**config.mk**
```make
export PLATFORM = sky130hd
export DESIGN_NAME = parking_gate_controller_flat
export DESIGN_NICKNAME = d
export VERILOG_FILES = /design/src/rtl/parking_gate_controller_if.sv /design/src/rtl/parking_gate_controller.sv /design/src/flat_wrapper.sv
export SDC_FILE = /design/constraint.sdc
export NUM_CORES = 1
export LEC_CHECK = 0
export BUFFER_PORTS_ARGS = -buffer_cell sky130_fd_sc_hd__buf_2
export CAP_MARGIN = 20
export CORE_AREA = 2 2 39 41
export CTS_CLUSTER_DIAMETER = 200
export DETAILED_ROUTE_END_ITERATION = 10
export DIE_AREA = 0 0 41 43
export GPL_ROUTABILITY_DRIVEN = 0
export HOLD_SLACK_MARGIN = 0.08
export PLACE_DENSITY = 0.71
export SYNTH_ARGS = -nofsm -noshare
export SYNTH_HDL_FRONTEND = slang
export SYNTH_SLANG_ARGS = --single-unit
export TNS_END_PERCENT = 5
```
**constraint.sdc**
```tcl
create_clock -name clk -period 4.84 [get_ports clk]
set_clock_uncertainty 0.2 [all_clocks]
set_input_delay 0.968 -clock clk [delete_from_list [all_inputs] [get_ports clk]]
set_output_delay 0.968 -clock clk [all_outputs]
set_load 0.02 [all_outputs]
```
**src/rtl/parking_gate_controller_if.sv**
```systemverilog
// Gate-controller bus: request/sensor inputs toward the controller, gate and occupancy status back.
// The master side drives requests and the sensor pulse; the slave side is the controller.
interface parking_gate_controller_if #(
    parameter int unsigned CNT_W = 3
);
    logic             entry_req;
    logic             exit_req;
    logic             car_passed;
    logic             entry_gate;
    logic             exit_gate;
    logic [CNT_W-1:0] parked;
    logic [CNT_W-1:0] empty;
    logic             full;
    logic             entry_denied;
    logic             busy;

    modport master (
        output entry_req,
        output exit_req,
        output car_passed,
        input  entry_gate,
        input  exit_gate,
        input  parked,
        input  empty,
        input  full,
        input  entry_denied,
        input  busy
    );

    modport slave (
        input  entry_req,
        input  exit_req,
        input  car_passed,
        output entry_gate,
        output exit_gate,
        output parked,
        output empty,
        output full,
        output entry_denied,
        output busy
    );
endinterface

```
**src/rtl/parking_gate_controller.sv**
```systemverilog
// Entry/exit gate sequencer and lot occupancy counter with round-robin arbitration.
// Optional open-gate timeout is enabled by defining GATE_TIMEOUT_EN.
module parking_gate_controller #(
    parameter int unsigned CAPACITY = 7,
    parameter int unsigned CNT_W    = 3,
    parameter int unsigned TIMEOUT  = 16
) (
    input logic                      clk,
    input logic                      rst_n,
    parking_gate_controller_if.slave gate_bus
);

    localparam logic [1:0] StIdle      = 2'd0;
    localparam logic [1:0] StOpenEntry = 2'd1;
    localparam logic [1:0] StOpenExit  = 2'd2;
    localparam logic [1:0] StClose     = 2'd3;

    localparam logic [CNT_W-1:0] CapVal = CNT_W'(CAPACITY);

    if (CAPACITY < 1 || CAPACITY > (2 ** CNT_W) - 1 || TIMEOUT < 1) begin : g_bad_cfg
        $error("parking_gate_controller: illegal CAPACITY/CNT_W/TIMEOUT combination");
    end

    logic [1:0]       state_q, state_d;
    logic [CNT_W-1:0] parked_q, parked_d;
    logic             entry_gate_q, entry_gate_d;
    logic             exit_gate_q, exit_gate_d;
    logic             denied_q, denied_d;
    // High when the exit side should win the next simultaneous request.
    logic             rr_exit_q, rr_exit_d;

    logic full;
    logic entry_ok;
    logic exit_ok;
    logic tmo_hit;

    assign full     = (parked_q == CapVal);
    assign entry_ok = gate_bus.entry_req && !full;
    assign exit_ok  = gate_bus.exit_req && (parked_q != '0);

`ifdef GATE_TIMEOUT_EN
    localparam int unsigned TmoW    = $clog2(TIMEOUT + 1);
    localparam logic [TmoW-1:0] TmoLast = TmoW'(TIMEOUT - 1);

    logic [TmoW-1:0] tmo_q, tmo_d;

    // Held at zero outside the open states, so every grant starts a fresh count.
    always_comb begin
        tmo_d = '0;
        if (state_q == StOpenEntry || state_q == StOpenExit) begin
            tmo_d = tmo_q + 1'b1;
        end
    end

    always_ff @(posedge clk or negedge rst_n) begin
        if (!rst_n) begin
            tmo_q <= '0;
        end else begin
            tmo_q <= tmo_d;
        end
    end

    assign tmo_hit = (tmo_q == TmoLast);
`else
    assign tmo_hit = 1'b0;
`endif

    always_comb begin
        state_d   = state_q;
        parked_d  = parked_q;
        rr_exit_d = rr_exit_q;
        denied_d  = 1'b0;

        case (state_q)
            StIdle: begin
                denied_d = gate_bus.entry_req && full;
                if (entry_ok && (!exit_ok || !rr_exit_q)) begin
                    state_d   = StOpenEntry;
                    rr_exit_d = 1'b1;
                end else if (exit_ok) begin
                    state_d   = StOpenExit;
                    rr_exit_d = 1'b0;
                end
            end
            StOpenEntry: begin
                if (gate_bus.car_passed) begin
                    state_d = StClose;
                    if (parked_q != CapVal) begin
                        parked_d = parked_q + 1'b1;
                    end
                end else if (tmo_hit) begin
                    state_d = StClose;
                end
            end
            StOpenExit: begin
                if (gate_bus.car_passed) begin
                    state_d = StClose;
                    if (parked_q != '0) begin
                        parked_d = parked_q - 1'b1;
                    end
                end else if (tmo_hit) begin
                    state_d = StClose;
                end
            end
            StClose: begin
                state_d = StIdle;
            end
            default: begin
                state_d = StIdle;
            end
        endcase

        entry_gate_d = (state_d == StOpenEntry);
        exit_gate_d  = (state_d == StOpenExit);
    end

    // Gates sit on async-reset flops so a reset drops the barriers without a clock edge.
    always_ff @(posedge clk or negedge rst_n) begin
        if (!rst_n) begin
            state_q      <= StIdle;
            parked_q     <= '0;
            entry_gate_q <= 1'b0;
            exit_gate_q  <= 1'b0;
            denied_q     <= 1'b0;
            rr_exit_q    <= 1'b0;
        end else begin
            state_q      <= state_d;
            parked_q     <= parked_d;
            entry_gate_q <= entry_gate_d;
            exit_gate_q  <= exit_gate_d;
            denied_q     <= denied_d;
            rr_exit_q    <= rr_exit_d;
        end
    end

    assign gate_bus.entry_gate   = entry_gate_q;
    assign gate_bus.exit_gate    = exit_gate_q;
    assign gate_bus.parked       = parked_q;
    assign gate_bus.empty        = CapVal - parked_q;
    assign gate_bus.full         = full;
    assign gate_bus.entry_denied = denied_q;
    assign gate_bus.busy         = (state_q != StIdle);

endmodule

```
**src/flat_wrapper.sv**
```systemverilog
// flat-port wrapper written by rule: the top's interface ports become plain ports
module parking_gate_controller_flat 
#(
    parameter int unsigned CAPACITY = 7,
    parameter int unsigned CNT_W    = 3,
    parameter int unsigned TIMEOUT  = 16
)
  (clk, rst_n, gate_bus_entry_req, gate_bus_exit_req, gate_bus_car_passed, gate_bus_entry_gate, gate_bus_exit_gate, gate_bus_parked, gate_bus_empty, gate_bus_full, gate_bus_entry_denied, gate_bus_busy);
  parking_gate_controller_if #(.CNT_W(CNT_W)) gate_bus_i ();
  input logic clk;
  input logic rst_n;
  input wire logic [$bits(gate_bus_i.entry_req)-1:0] gate_bus_entry_req;
  input wire logic [$bits(gate_bus_i.exit_req)-1:0] gate_bus_exit_req;
  input wire logic [$bits(gate_bus_i.car_passed)-1:0] gate_bus_car_passed;
  output wire logic [$bits(gate_bus_i.entry_gate)-1:0] gate_bus_entry_gate;
  output wire logic [$bits(gate_bus_i.exit_gate)-1:0] gate_bus_exit_gate;
  output wire logic [$bits(gate_bus_i.parked)-1:0] gate_bus_parked;
  output wire logic [$bits(gate_bus_i.empty)-1:0] gate_bus_empty;
  output wire logic [$bits(gate_bus_i.full)-1:0] gate_bus_full;
  output wire logic [$bits(gate_bus_i.entry_denied)-1:0] gate_bus_entry_denied;
  output wire logic [$bits(gate_bus_i.busy)-1:0] gate_bus_busy;
  assign gate_bus_i.entry_req = gate_bus_entry_req;
  assign gate_bus_i.exit_req = gate_bus_exit_req;
  assign gate_bus_i.car_passed = gate_bus_car_passed;
  assign gate_bus_entry_gate = gate_bus_i.entry_gate;
  assign gate_bus_exit_gate = gate_bus_i.exit_gate;
  assign gate_bus_parked = gate_bus_i.parked;
  assign gate_bus_empty = gate_bus_i.empty;
  assign gate_bus_full = gate_bus_i.full;
  assign gate_bus_entry_denied = gate_bus_i.entry_denied;
  assign gate_bus_busy = gate_bus_i.busy;
  parking_gate_controller #(.CAPACITY(CAPACITY), .CNT_W(CNT_W), .TIMEOUT(TIMEOUT)) u_core (.clk(clk), .rst_n(rst_n), .gate_bus(gate_bus_i));
endmodule
```
==> reports/metrics.yaml <==
run_status:
  outcome: "finished, final reports clean"
drt:
  wl_um: 1140
  via_per_inst: 5.50
  first_pass_iters: 4
  antenna_left: 0
  wire_per_inst_um: 12.9
  via_count: 484
  drt_first_iter_violations: 19
  drc: 0
power:
  switching_share: 0.485
  combPwrFrac: 0.589
  p_int_uw: 261
  p_switching_uw: 246
  clkPwrFrac: 0.115
  peakVddDrop_mv: 0.272
  seqPwrFrac: 0.296
  powerDensity_nw_per_um2: 756
  power_leakage_uw: 0.000328
critical_path:
  cp.required_ps: 3670
  worstSetupEndpointType: "output port"
  critPathKind: "reg -> out"
  reg2reg_depth: 7
  start_kind: "flip-flop"
  reg2reg_slack_ps: 2780
  worst_r2r_endpoint: "u_core.gate_bus.parked[2]"
  crit_fanout: 8
  worstPathArrival_ps: 1420
  r2r_start: "u_core.state_q[0]"
cells_and_area:
  num_antenna_cells: 0
  area_growth_pct: 20.4
  finalNetCount: 82
  final_layout_size_suffix_gt1_frac: 0.278
  fill_cells: 132
  final_cell_mix: "buf_2, dfrtp_1, inv_1"
  fin_area_um2: 671
  layout_commonest_cell: "buf_2"
die:
  dieHeight_um: 43
  die_w_um: 41
  core_area_um2: 1380
  dieArea_um2: 1760
  num_rows: 14
  start_util: 0.402
  io_pins: 16
synth:
  yosys.area_share.adder: 0.103
  synth_cells: 54
  synth_top_family_by_area: "compound AO/OA/AOI/OAI gates"
  ys_seq_elements: 9
  synth-edff-count: 0
  synth_flop_cell: "dfrtp_1"
  synthXorXnorAreaFrac: 0.0315
  yosysTopAreaCell: "dfrtp_1"
  synth_compound_area_frac: 0.236
  synth_cell_types: 33
  synth_fp_nets: 63
  syn-cell-area_um2: 557
  synth_mux_area_frac: 0
  yosysWarnings: 0
  ys_seq_area_frac: 0.404
  ys_top_cells_by_area: "dfrtp_1, ha_1, inv_1"
  avgSynthCellArea_um2: 10.3
  synthSimpleGateAreaFrac: 0.164
  async_flop_share: 1.00
  synth_top_area_frac: 0.404
timing:
  rsz0062_at_grt: "no"
  slew_headroom: 0.639
  max_freq_ghz: 0.386
  fin_tns_setup_ps: 0
  fin_crit_ps: 2590
  slew_violations: 0
  finalHoldViolations: 0
  worstMarginPinSlew_ps: 534
  period_share: 0.536
  setup_viol: 0
clock_tree:
  holdBufCountCts: 0
  worstSkewPairLatency_ps: 260
  clockRootBuffer: "clkbuf_4"
  cts_setup_buffers: 0
  cts_resized: 0
  cts_sinks: 9
  clk_pin_slew_worst_paths_ps: 60
  cts_tree: "done"
  cts_max_path_buffers: 2
  cts_buffers: 3
  htreeDepth: 1
global_route:
  antenna_found_initial: 0
  grt_usage: 0.162
  grt_pass1_vias: 468
  globalRouteOverflowTotal: 0
  grt_most_used_layer: "met2"
  met3_usage: 0.0157
  grt_pass1_wl_um: 1910
  grt_use_met2: 0.241
  grt_max_degree: 10
  met1_usage: 0.204
worst_hold_path:
  hold_depth: 1
  min_from: "u_core.rr_exit_q"
  hold_class: "reg -> reg"
  holdPathEnd: "u_core.rr_exit_q"
place:
  portBuffers: 15
  dpl.hpwl_um: 880
  dpl_cell_area_um2: 644
run:
  drv_cap: 0
[area by class of cell]
cell class                      instances  area [um2]  share of cell area
Clock buffer                            4        26.3              0.0392
Inverter                                7        26.3              0.0392
Multi-Input combinational cell         37         298               0.444
Sequential cell                         9         225               0.336
Tap cell                               16        20.0              0.0299
Timing Repair Buffer                   15        75.1               0.112
[power groups by stage]
| stage | logic, uW | clock network (uW) | registers [uW] |
|---|---|---|---|
| CTS | 300 | 60.6 | 150 |
| global placement | 295 | 0 | 150 |
| global route | 338 | 63.2 | 157 |
| finish | 298 | 58.1 | 150 |
| detailed placement | 299 | 0 | 151 |
| floorplan | 205 | 0 | 167 |
[how the worst max path moves through the flow]
stage / slack [ps] / from / to
after floorplan: 2340 / u_core.gate_bus.parked[1] / gate_bus_full
after global placement: 2580 / u_core.state_q[1] / gate_bus_busy
after detailed placement: 2540 / u_core.state_q[1] / gate_bus_busy
after CTS: 2250 / u_core.state_q[1] / gate_bus_busy
after global routing: 2150 / u_core.state_q[1] / gate_bus_busy
final: 2250 / u_core.state_q[1] / gate_bus_busy
[Yosys cell counts (2+ instances only)]
master	instances
nor2_1	2
ha_1	3
dfrtp_1	9
and2_1	2
o21ai_0	3
nor3_1	2
inv_1	7
[worst max-delay path, stage by stage, from the launching register on]
cell,delay (ps)
dfrtp_1,410
inv_1,130
ha_1,310
inv_1,120
buf_2,170
[state kept, by name, summed over array words and instances (netlist names)]
signal / count
u_core.gate_bus.parked: 3
u_core.state_q: 2
u_core.gate_bus.entry_denied: 1
u_core.gate_bus.entry_gate: 1
u_core.rr_exit_q: 1
u_core.gate_bus.exit_gate: 1
[routing by layer]
metal / wire length [um] / up-vias
met5: 0 / -
li1: - / 241
met2: 579 / 12
met1: 492 / 229
met4: 23 / 0
met3: 40 / 2
[logic make-up (layout without fill, tap and decap cells)]
logic type,after synthesis,after routing
adders and majority gates,4,4
xor gates and xnor gates,2,2
AOI/OAI and AO/OA,16,16
and+or+nand+nor,15,15
buffers and inverters,8,26
DFF,9,9
[metrics by stage]
stage	cells	total power [uW]	hold WS [ps]	utilization	setup slack [ps]
final	88	507	320	0.485	2250
after global routing	88	558	332	0.485	2150
after CTS	88	510	314	0.485	2250
after detailed placement	84	450	301	0.466	2540
after global placement	84	446	299	0.466	2580
after floorplan	54	372	273	-	2340
Power figures use the tool's default switching activity.
